<file path="src/rtl/frame_mon_pkg.sv">
// rtl/frame_mon_pkg.sv - shared types and defaults for the frame deviation monitor
package frame_mon_pkg;

  typedef enum logic [1:0] {
    SKIP  = 2'd0,
    OK    = 2'd1,
    RUN   = 2'd2,
    ALARM = 2'd3
  } mon_state_t;

  localparam int DEF_WIDTH   = 8;
  localparam int DEF_CNT_W   = 8;
  localparam int DEF_RUN_LEN = 3;
  localparam int DEF_RUN_W   = $clog2(DEF_RUN_LEN + 1);

  // Run counter must hold the value RUN_LEN itself.
  function automatic int run_width(input int run_len);
    return $clog2(run_len + 1);
  endfunction

endpackage

</file>
<file path="src/rtl/frame_deviation_monitor_sat_counter.sv">
// rtl/frame_deviation_monitor_sat_counter.sv - saturating up-counter with synchronous clear
module sat_counter #(
  parameter int W = 8
) (
  input  logic         clk,
  input  logic         rst,
  input  logic         inc,
  input  logic         clr,
  output logic [W-1:0] count
);

  always_ff @(posedge clk) begin
    if (!rst || clr) begin
      count <= '0;
    end else if (inc && (count != {W{1'b1}})) begin
      count <= count + 1'b1;
    end
  end

endmodule

</file>
<file path="src/rtl/frame_deviation_monitor.sv">
// rtl/frame_deviation_monitor.sv - per-frame statistics, run-length alarm and alarm event port
module frame_deviation_monitor
  import frame_mon_pkg::*;
#(
  parameter int WIDTH   = DEF_WIDTH,
  parameter int CNT_W   = DEF_CNT_W,
  parameter int RUN_LEN = DEF_RUN_LEN
) (
  input  logic             clk,
  input  logic             rst,
  input  logic             done_in,
  input  logic [WIDTH-1:0] avg_in,
  input  logic [WIDTH-1:0] diff_in,
  input  logic [WIDTH-1:0] thresh,
  input  logic             clear,
  output logic [CNT_W-1:0] frame_cnt,
  output logic [CNT_W-1:0] over_cnt,
  output logic [WIDTH-1:0] peak_diff,
  output logic             alarm,
  output logic             evt_valid,
  input  logic             evt_ready,
  output logic [WIDTH-1:0] evt_avg,
  output logic [WIDTH-1:0] evt_diff,
  output logic [CNT_W-1:0] evt_frame,
  output logic             evt_ovf
);

  localparam int RUN_W = run_width(RUN_LEN);
  localparam logic [RUN_W-1:0] RUN_ONE = RUN_W'(1);
  localparam logic [RUN_W-1:0] RUN_TGT = RUN_W'(RUN_LEN);

  mon_state_t       state, state_nxt;
  logic [RUN_W-1:0] run, run_nxt;
  logic             exceed, accept, enter_alarm, xfer;
  logic [CNT_W-1:0] frame_nxt;

  always_ff @(posedge clk) begin
    if (!rst) state <= SKIP;
    else      state <= state_nxt;
  end

  always_comb begin
    state_nxt = state;
    run_nxt   = run;
    if (clear) begin
      state_nxt = SKIP;
      run_nxt   = '0;
    end else if (done_in) begin
      case (state)
        SKIP: state_nxt = OK;
        OK: if (exceed) begin
          run_nxt   = RUN_ONE;
          state_nxt = (RUN_LEN == 1) ? ALARM : RUN;
        end
        RUN: if (exceed) begin
          run_nxt = run + RUN_ONE;
          if (run + RUN_ONE == RUN_TGT) state_nxt = ALARM;
        end else begin
          state_nxt = OK;
          run_nxt   = '0;
        end
        ALARM: if (!exceed) begin
          state_nxt = OK;
          run_nxt   = '0;
        end
        default: state_nxt = SKIP;
      endcase
    end
  end

  always_comb begin
    exceed      = diff_in > thresh;
    accept      = done_in && !clear && (state != SKIP);
    enter_alarm = accept && exceed && (state_nxt == ALARM) && (state != ALARM);
    xfer        = evt_valid && evt_ready;
    frame_nxt   = (frame_cnt == {CNT_W{1'b1}}) ? frame_cnt : frame_cnt + 1'b1;
  end

  sat_counter #(.W(CNT_W)) u_frame_cnt (
    .clk(clk), .rst(rst), .inc(accept), .clr(clear), .count(frame_cnt)
  );

  sat_counter #(.W(CNT_W)) u_over_cnt (
    .clk(clk), .rst(rst), .inc(accept && exceed), .clr(clear), .count(over_cnt)
  );

  always_ff @(posedge clk) begin
    if (!rst || clear) begin
      run       <= '0;
      peak_diff <= '0;
      alarm     <= 1'b0;
      evt_valid <= 1'b0;
      evt_avg   <= '0;
      evt_diff  <= '0;
      evt_frame <= '0;
      evt_ovf   <= 1'b0;
    end else begin
      run <= run_nxt;
      if (accept && (diff_in > peak_diff)) peak_diff <= diff_in;
      // A transfer in the entry cycle frees the slot, so the new event takes it.
      if (enter_alarm) begin
        alarm <= 1'b1;
        if (!evt_valid || xfer) begin
          evt_valid <= 1'b1;
          evt_avg   <= avg_in;
          evt_diff  <= diff_in;
          evt_frame <= frame_nxt;
        end else begin
          evt_ovf <= 1'b1;
        end
      end else if (xfer) begin
        evt_valid <= 1'b0;
      end
    end
  end

endmodule

</file>
<file path="config.mk">
export PLATFORM = sky130hd
export DESIGN_NAME = frame_deviation_monitor
export DESIGN_NICKNAME = d
export VERILOG_FILES = /design/src/rtl/frame_mon_pkg.sv /design/src/rtl/frame_deviation_monitor_sat_counter.sv /design/src/rtl/frame_deviation_monitor.sv
export SDC_FILE = /design/constraint.sdc
export NUM_CORES = 1
export LEC_CHECK = 0
export CAP_MARGIN = 20
export CORE_ASPECT_RATIO = 0.7
export CORE_MARGIN = 10
export CORE_UTILIZATION = 49
export DETAILED_ROUTE_END_ITERATION = 6
export PLACE_DENSITY_LB_ADDON = 0.12
export SETUP_SLACK_MARGIN = 0.3
export SYNTH_ARGS = -nofsm -noshare
export SYNTH_HDL_FRONTEND = slang
export SYNTH_SLANG_ARGS = --single-unit
</file>
<file path="constraint.sdc">
create_clock -name clk -period 2.85 [get_ports clk]
set_input_delay 0.285 -clock clk [delete_from_list [all_inputs] [get_ports clk]]
set_output_delay 0.285 -clock clk [all_outputs]
set_load 0.03 [all_outputs]
</file>
; Word level (Yosys, flattened, before mapping)
; Index checks and enable logic that the tools add are counted.
[word_totals]
register_bits = 55
inputBits = 29
out_inout_bits = 51
wordCells = 67
[classes]
addsub = 3
n_lt_le_gt_ge = 2
n_eq_ne = 12
muxes = 15
bitwise_logic = 1
n_reduce_logical = 23
[ops]
columns = op, n
row1 = $mux 2, 9
row2 = $add 8x1->8 const B, 2
row3 = $gt 8x8->1, 2
row4 = $ne 8x8->1 const B, 2
row5 = $logic_and 1x1->1, 9
row6 = $eq 2x2->1 const B, 4
row7 = $eq 8x8->1 const B, 1
row8 = $mux 8, 1
row9 = $pmux 2 s4, 1
row10 = $ne 2x2->1 const B, 3
row11 = $pmux 2 s3, 1
row12 = $reduce_and 2->1, 3
row13 = $reduce_and 4->1, 1
row14 = $reduce_bool 2->1, 2
row15 = $logic_not 1->1, 3
row16 = $mux 1, 3
row17 = $reduce_bool 3->1, 1
row18 = $add 2x1->2 const B, 1
row19 = $eq 2x1->1 const B, 1
row20 = $logic_not 2->1, 1
row21 = $logic_or 1x1->1, 2
row22 = $ne 2x1->1 const B, 1
row23 = $reduce_or 2->1, 1
row24 = $not 1->1, 1

; Longest topological paths before layout
; Gate-level depths: netlist of run 1.
[logic_depth]
ltp_word = 12
mapped_depth = 11
ltp_nobuf = 8

; Modules after synthesis
; From an unflattened synthesis of run 1, not the netlist that was laid out.
[hier_totals]
cells_unflattened = 362
hier_area_um2 = 3060.4
[modules_own_cells]
columns = module, n_inst, cells_per_inst, area_per_inst_um2, seq_area_each_um2
row1 = frame_deviation_monitor, 1, 270, 2217.1, 780.7
row2 = sat_counter, 2, 46, 421.7, 160.2

; Least setup slack after synthesis of run 1
; No wires, ideal clock.
[synth_timing]
kind = input-to-reg
start = input port thresh[7]
end = register evt_diff[2]
setup_time_ps = 72
arrival_ps = 2103
required_ps = 2778
slack_ps = 676
stages = 11
cell_sequence = inv_1 ha_1 nand4_1 or2_1 buf_6 a31o_1 o311a_2 nor3_2 buf_6 buf_12 mux2i_1
[synth_via]
elab_chain_len = 9
word_cells_on_any_way = 12
[synth_rtl]
columns = item, line
row1 = from (decl), frame_deviation_monitor.sv:14  ; input logic [WIDTH-1:0] thresh,
row2 = $gt 8x8->1 (*), frame_deviation_monitor.sv:72  ; exceed = diff_in > thresh;
row3 = "$mux 2, on equally long branches", "frame_deviation_monitor.sv:62, frame_deviation_monitor.sv:51, frame_deviation_monitor.sv:55"
row4 = $pmux 2 s4, frame_deviation_monitor.sv:49  ; case (state)
row5 = $mux 2, frame_deviation_monitor.sv:48  ; end else if (done_in) begin
row6 = $mux 2, frame_deviation_monitor.sv:45  ; if (clear) begin
row7 = $eq 2x2->1, frame_deviation_monitor.sv:74  ; enter_alarm = accept && exceed && (state_nxt == ALARM) && (state != ALARM);
row8 = $logic_and 1x1->1 (*) (2 in a row), frame_deviation_monitor.sv:74
row9 = $reduce_and 2->1 (no source line) (*), --
row10 = to (signal assigned), frame_deviation_monitor.sv:106  ; evt_diff <= diff_in;
row11 = to (decl), frame_deviation_monitor.sv:23  ; output logic [WIDTH-1:0] evt_diff,
; Every way passes the cells marked *; elsewhere a longest branch is shown, timed or not.
; A chain may end at the register's enable or synchronous reset.

; Final worst setup path of run 1
[layout_timing]
start = input port diff_in[1]
end = register evt_avg[6]
[layout_via]
elab_chain_len = 9
word_cells_on_any_way = 12
[layout_rtl]
columns = item, line
row1 = from (decl), frame_deviation_monitor.sv:13  ; input logic [WIDTH-1:0] diff_in,
row2 = $gt 8x8->1 (*), frame_deviation_monitor.sv:72
row3 = "$mux 2, on equally long branches", "frame_deviation_monitor.sv:62, frame_deviation_monitor.sv:51, frame_deviation_monitor.sv:55"
row4 = $pmux 2 s4, frame_deviation_monitor.sv:49
row5 = $mux 2, frame_deviation_monitor.sv:48
row6 = $mux 2, frame_deviation_monitor.sv:45
row7 = $eq 2x2->1, frame_deviation_monitor.sv:74
row8 = $logic_and 1x1->1 (*) (2 in a row), frame_deviation_monitor.sv:74
row9 = $reduce_and 2->1 (no source line) (*), --
row10 = to (signal assigned), frame_deviation_monitor.sv:105  ; evt_avg <= avg_in;
row11 = to (decl), frame_deviation_monitor.sv:22  ; output logic [WIDTH-1:0] evt_avg,
; Marks and branches as above.

==> impl_metrics.json, run 1 <==
{
  "status": "complete, no violations",
  "synth_seq_area_share": 0.362,
  "syn_to_final_growth_pct": 32.9,
  "drv_slew": 0,
  "cts_resized": 0,
  "crit_family": "compound AO/OA/AOI/OAI gates",
  "via_per_inst": 5.40,
  "grt_usage": 0.157,
  "core_region_area_mm2": 0.00587,
  "drive_gt1_frac": 0.0577,
  "slew-limit-headroom": 0.369,
  "postRouteAntennaNets": 0,
  "nNetsFinal": 484,
  "pwr-share-seq": 0.553,
  "cellPowerDensity_mw_per_mm2": 346,
  "drc": 0,
  "cts_max_path_buffers": 2,
  "dp_hpwl_um": 6080,
  "cts.sinks": 55,
  "placed_area_mm2": 0.00393,
  "path_cells": "clkdlybuf4s50_1 -> ha_1 -> nor2b_1 -> o211ai_1 -> a21oi_4 -> o311a_2 -> nor3_4 -> buf_12 -> mux2i_1",
  "routabilityCongestion": 0.819,
  "ys_ff_latch": 55,
  "crit_buf_inv": 2,
  "grt_pass1_wl_um": 13000,
  "fp-row-count": 23,
  "synth_cell_types": 50,
  "antenna_found_initial": 0,
  "peakVddDrop_uv": 197,
  "dr.pass1.iters": 4,
  "fin_setup_tns_ns": 0,
  "clockPowerShare": 0.324,
  "switching_power_mw": 0.346,
  "timing_hold_violations_final": 0,
  "critPathLaunchType": "input port",
  "finalCritPeriodShare": 0.853,
  "cts_buffers": 5,
  "cap_violations": 0,
  "cts_tree": "done",
  "num_vias": 2741,
  "synth.avg_cell_area_um2": 8.62,
  "fillerInstances": 500,
  "synth_nets": 405,
  "p_leak_nw": 1.51,
  "stdcell_area_mm2": 0.00404,
  "avgRoutedWirePerCell_um": 15.2,
  "fin_crit_ns": 2.43,
  "holdWs_ns": 0.448,
  "die_h_um": 85.9,
  "drt_wl_total_um": 7730,
  "path_max_fanout": 17,
  "io_buffers": 79,
  "setup_viol_count_final": 0,
  "worstPathArrival_ns": 2.67,
  "synthesis.area_mm2": 0.00304,
  "internal-power_mw": 1.05,
  "ioPinCount": 80,
  "die_width_um": 114,
  "skew_ns": 0.0109,
  "h-tree-depth": 2,
  "synth_warnings": 0,
  "synth_flop_cell": "dfxtp_1",
  "rsz0062_at_grt": "false",
  "fmax_mhz": 411,
  "drt_iter0_markers": 102,
  "postSynth.asyncResetShare": 0,
  "post_cts_buffers": 0,
  "worst_slew_pin_slew_ns": 0.946,
  "initial_core_util": 0.518,
  "clk_pin_slew_ns": 0.10,
  "crit_required_ns": 3.09,
  "syn_inst": 353,
  "synth_edf_count": 0,
  "crit_type": "input port to register",
  "grt_max_degree": 35,
  "cts_hold_buf": 0,
  "endpoint_kind": "register",
  "critPathSlowestCell": "clkdlybuf4s50_1",
  "cts_root_buf": "clkbuf_8",
  "grt_pass1_vias": 2654,
  "clk_latency_ns": 0.31,
  "grt_overflow_total": 0,
  "hp-class": "register to register",
  "diodes": 0,
  "slowest_delay_ns": 0.45,
  "p_sw_frac": 0.247,
  "pwr-share-comb": 0.124,
  "dieArea_mm2": 0.00981
}
==> worst register-to-register path, delay by kind of cell, from the launching register on <==
| kind | cells | cell delay, ns |
|---|---|---|
| simple gates | 3 | 1.07 |
| compound gates | 2 | 0.38 |
| flops | 1 | 0.47 |
| fa+ha+maj | 1 | 0.26 |
| buf+inv | 1 | 0.11 |
==> registers in the layout, indices dropped and copies added (netlist names) <==
| register | flops |
|---|---|
| alarm | 1 |
| evt_avg | 8 |
| evt_diff | 8 |
| evt_frame | 8 |
| evt_ovf | 1 |
| evt_valid | 1 |
| peak_diff | 8 |
| run | 2 |
| state | 2 |
| u_frame_cnt.count | 8 |
| u_over_cnt.count | 8 |
==> cells in the mapped netlist, types with 2 or more instances <==
library cell  number  area [um2]
a211oi_1           4        30.0
a21o_1             3        22.5
a21oi_1           17        85.1
a21oi_2            2        17.5
a31oi_1            2        12.5
and3_1             3        18.8
buf_6              2        22.5
clkbuf_1           9        33.8
dfxtp_1           55        1100
ha_1              23         288
inv_1             23        86.3
mux2i_1           31         310
nand2_1           61         229
nand2b_1           6        37.5
nand3_1            8        40.0
nand4_1            6        37.5
nand4b_1           2        17.5
nor2_1            19        71.3
nor2b_1            4        25.0
nor3_2             2        20.0
o2111ai_1          3        26.3
o211ai_1           8        60.1
o21a_1             5        37.5
o21ai_0           14        70.1
o21ai_1            2        10.0
o311ai_1           2        17.5
o31ai_1            2        15.0
o41ai_1            2        17.5
or3_1              2        12.5
xor2_1            11        96.3
==> kinds of logic (layout without fill, tap and decap cells) <==
kind of cell             count (synthesis)  in the layout  synth area share
AO/OA/AOI/OAI                           74             74             0.165
XOR/XNOR                                12             12            0.0345
adder cells (fa/ha/maj)                 23             23            0.0946
AND/OR/NAND/NOR                        121            121             0.185
flip-flops                              55             55             0.362
multiplexers                            31             31             0.102
buffers and inverters                   37            117            0.0563
==> power by group through the flow <==
stage	combinational, mW	sequential (mW)	clock, mW
finish	0.173	0.774	0.453
global placement	0.166	0.791	0
floorplan	0.0918	0.792	0
global route	0.193	0.774	0.501
detailed placement	0.168	0.791	0
CTS	0.170	0.774	0.467
==> layer usage <==
layer  up-vias  wire length (um)  GRT usage
li1       1395                 -          -
met1      1285              3720      0.206
met2        54              3570      0.252
met3         7               387     0.0390
met4         0                57     0.0352
met5         -                 0          0
==> final timing paths <==
kind / from / endpoint / slack, ns / cells past startpoint
setup reg to reg: state[0] / u_over_cnt.count[6] / 0.49 / 7
hold reg to reg: alarm / alarm / 0.45 / 2
setup / recovery: diff_in[1] / evt_avg[6] / 0.42 / 9
hold / removal: alarm / alarm / 0.45 / 2
==> cell usage in the layout (no fill, tap or decap), types with 11 or more instances in the layout <==
| cell | n |
|---|---|
| a21oi_1 | 17 |
| clkdlybuf4s50_1 | 79 |
| dfxtp_1 | 55 |
| ha_1 | 23 |
| inv_1 | 23 |
| mux2i_1 | 31 |
| nand2_1 | 61 |
| nor2_1 | 18 |
| o21ai_0 | 14 |
| xor2_1 | 11 |
==> final cells by class <==
| cell class | count | area, um2 | area share |
|---|---|---|---|
| multi-input cells | 261 | 1800 | 0.445 |
| flip-flops and latches | 55 | 1100 | 0.272 |
| repair buffers | 86 | 868 | 0.215 |
| well taps | 75 | 93.8 | 0.0232 |
| clock buffers | 7 | 86.3 | 0.0214 |
| inverters | 23 | 86.3 | 0.0214 |
| clock inverters | 1 | 8.76 | 0.00217 |
==> metrics by stage <==
stage / setup WS [ns] / power [mW] / util / std cells
floorplan: 0.676 / 0.884 / - / 353
finish: 0.419 / 1.40 / 0.689 / 508
global route: 0.291 / 1.47 / 0.689 / 508
detailed placement: 0.0965 / 0.959 / 0.670 / 500
global placement: 0.160 / 0.957 / 0.670 / 500
CTS: 0.352 / 1.41 / 0.686 / 508
Power figures use the tool's default switching activity.
==> run 2, diff against run 1 <==
Settings changed: PLACE_DENSITY set to 0.8, PLACE_DENSITY_LB_ADDON 0.12 to not set.
==> run 2 against run 1 <==
Non-clock buffer count is 4 higher; design area is 1.7% higher; cell count is 0.79% higher; global-route usage is 1.5 points higher; clock skew is 0.0012 ns lower; first-iteration DRC count is 44% higher; die area stayed put; worst hold slack worse by 0.092 ns; via count is 2.9% higher; critical path depth is 1 higher; critical endpoint is now u_over_cnt.count[6]; highest routed layer unchanged.
==> impl_metrics.json, run 2 (same netlist as run 1, synthesis figures left out) <==
{
  "met2_usage": 0.276,
  "final_common_cell": "clkdlybuf4s50_1",
  "num_vias": 2821,
  "cp_common_cell": "o211ai_1",
  "slowest_delay_ns": 0.54,
  "postRouteAntennaNets": 0,
  "grt_pass1_vias": 2812,
  "dr.pass1.iters": 4,
  "dieArea_mm2": 0.00981,
  "h-tree-depth": 2,
  "path_cells": "clkdlybuf4s50_1 -> inv_1 -> ha_1 -> nor2b_1 -> o211ai_1 -> a21oi_2 -> buf_4 -> o211ai_1 -> or4_1 -> a21oi_1",
  "finalCritPeriodShare": 0.880,
  "rsz0062_at_grt": "false",
  "worst_slew_pin_slew_ns": 0.901,
  "drv_slew": 0,
  "initial_core_util": 0.518,
  "grt_usage": 0.171,
  "clk_latency_ns": 0.32,
  "cellPowerDensity_mw_per_mm2": 369,
  "fin_crit_ns": 2.51,
  "nNetsFinal": 488,
  "crit_family": "compound AO/OA/AOI/OAI gates",
  "diodes": 0,
  "grt_pass1_wl_um": 14000,
  "routabilityCongestion": 0.901,
  "antenna_found_initial": 0,
  "fillerInstances": 470,
  "preCtsSetupSlack_ns": 0.0900,
  "peakVddDrop_uv": 167,
  "register_area_mm2": 0.00110,
  "worstPathArrival_ns": 2.74,
  "skew_ns": 0.00969,
  "hp-class": "input port to register",
  "finalWorstSetupSlack_ns": 0.341,
  "timing_hold_violations_final": 0,
  "syn_to_final_growth_pct": 35.1,
  "fin_setup_tns_ns": 0,
  "crit_required_ns": 3.08,
  "endpoint_kind": "register",
  "status": "complete, no violations",
  "cts_buffers": 5,
  "io_buffers": 79,
  "ioPinCount": 80,
  "cts.sinks": 55,
  "drive_gt1_frac": 0.0801,
  "setup_viol_count_final": 0,
  "grt_max_degree": 58,
  "drc": 0,
  "multi_input_area_mm2": 0.00180,
  "crit_type": "input port to register",
  "cap_violations": 0,
  "via_per_inst": 5.51,
  "cts_root_buf": "clkbuf_8",
  "die_width_um": 114,
  "cts_tree": "done",
  "core_region_area_mm2": 0.00587,
  "die_h_um": 85.9,
  "critPathSlowestCell": "or4_1",
  "fmax_mhz": 399,
  "top_usage_layer": "met2",
  "mostFrequentLayoutCells": "78 x clkdlybuf4s50_1, 61 x nand2_1, 53 x dfxtp_1, 31 x mux2i_1",
  "grt_overflow_total": 0,
  "drt_iter0_markers": 147,
  "p_leak_nw": 1.56,
  "slew-limit-headroom": 0.399,
  "avgRoutedWirePerCell_um": 16.8,
  "use_met3": 0.0598,
  "drt_wl_total_um": 8580,
  "crit_buf_inv": 3,
  "use_met1": 0.210,
  "path_max_fanout": 6,
  "clk_pin_slew_ns": 0.11,
  "finalPower_mw": 1.52,
  "fp-row-count": 23,
  "cts_max_path_buffers": 2,
  "dp_hpwl_um": 6500,
  "critPathLaunchType": "input port"
}
==> run 2: cell types whose count changed in the layout (fill, tap and decap cells not counted), sizes merged <==
cell / before / now
clkdlybuf4s50: 79 / 78
clkinv: 1 / 0
bufinv: 0 / 1
dlymetal6s2s: 0 / 1
clkbuf: 7 / 6
inv: 23 / 25
buf: 7 / 10
==> run 2: cell type report <==
| class | instances | area share |
|---|---|---|
| Timing Repair Buffer | 90 | 0.220 |
| Clock inverter | 3 | 0.0122 |
| Tap cell | 75 | 0.0228 |
| Sequential cell | 55 | 0.268 |
| Multi-Input combinational cell | 261 | 0.438 |
| Clock buffer | 5 | 0.0167 |
| Inverter | 23 | 0.0210 |
==> run 2: path summary, 6_finish.rpt <==
check | from | to | slack (ns) | depth (start not counted)
worst min-delay path | diff_in[1] | peak_diff[1] | 0.36 | 3
worst max register to register | state[0] | evt_avg[2] | 0.49 | 8
worst max-delay path | thresh[1] | u_over_cnt.count[6] | 0.34 | 10
worst min register to register | evt_avg[6] | evt_avg[6] | 0.46 | 2
==> run 2: worst min-delay path, cell delays in order <==
cell	delay [ns]
dlymetal6s2s_1	0.15
nand2_1	0.12
mux2i_1	0.08
==> run 2: per-stage QoR <==
stage | util | instances | hold slack (ns) | area (um2)
3_3_place_gp | 0.669 | 501 | 0.441 | 3930
3_5_place_dp | 0.669 | 501 | 0.447 | 3930
4_1_cts | 0.690 | 509 | 0.465 | 4050
6_report | 0.700 | 512 | 0.356 | 4110
5_1_grt | 0.700 | 512 | 0.391 | 4110
2_1_floorplan | - | 353 | 0.427 | 3040
==> run 2: timing repair <==
item / CTS / global route
pin swaps: 0 / 3
cloned: 0 / 1
hold endpoints to repair: 0 / 0
gates resized for setup: 1 / 7
endpoints found under the setup margin: 2 / 27
hold buffers: 0 / 0
setup buffers: 0 / 2
==> run 2: report_power, final <==
group | switching, mW | internal [mW] | leakage (nW)
Combinational | 0.0943 | 0.0850 | 1.05
Clock | 0.290 | 0.272 | 0.0607
Sequential | 0.00345 | 0.771 | 0.444
Total | 0.388 | 1.13 | 1.56
==> run 2: per-layer routing <==
metal	part of all wire	vias to the layer above	wire [um]
li1	-	1408	-
met1	0.44	1320	3790
met2	0.47	81	4060
met3	0.072	12	621
met4	0.013	0	112
met5	0	-	0
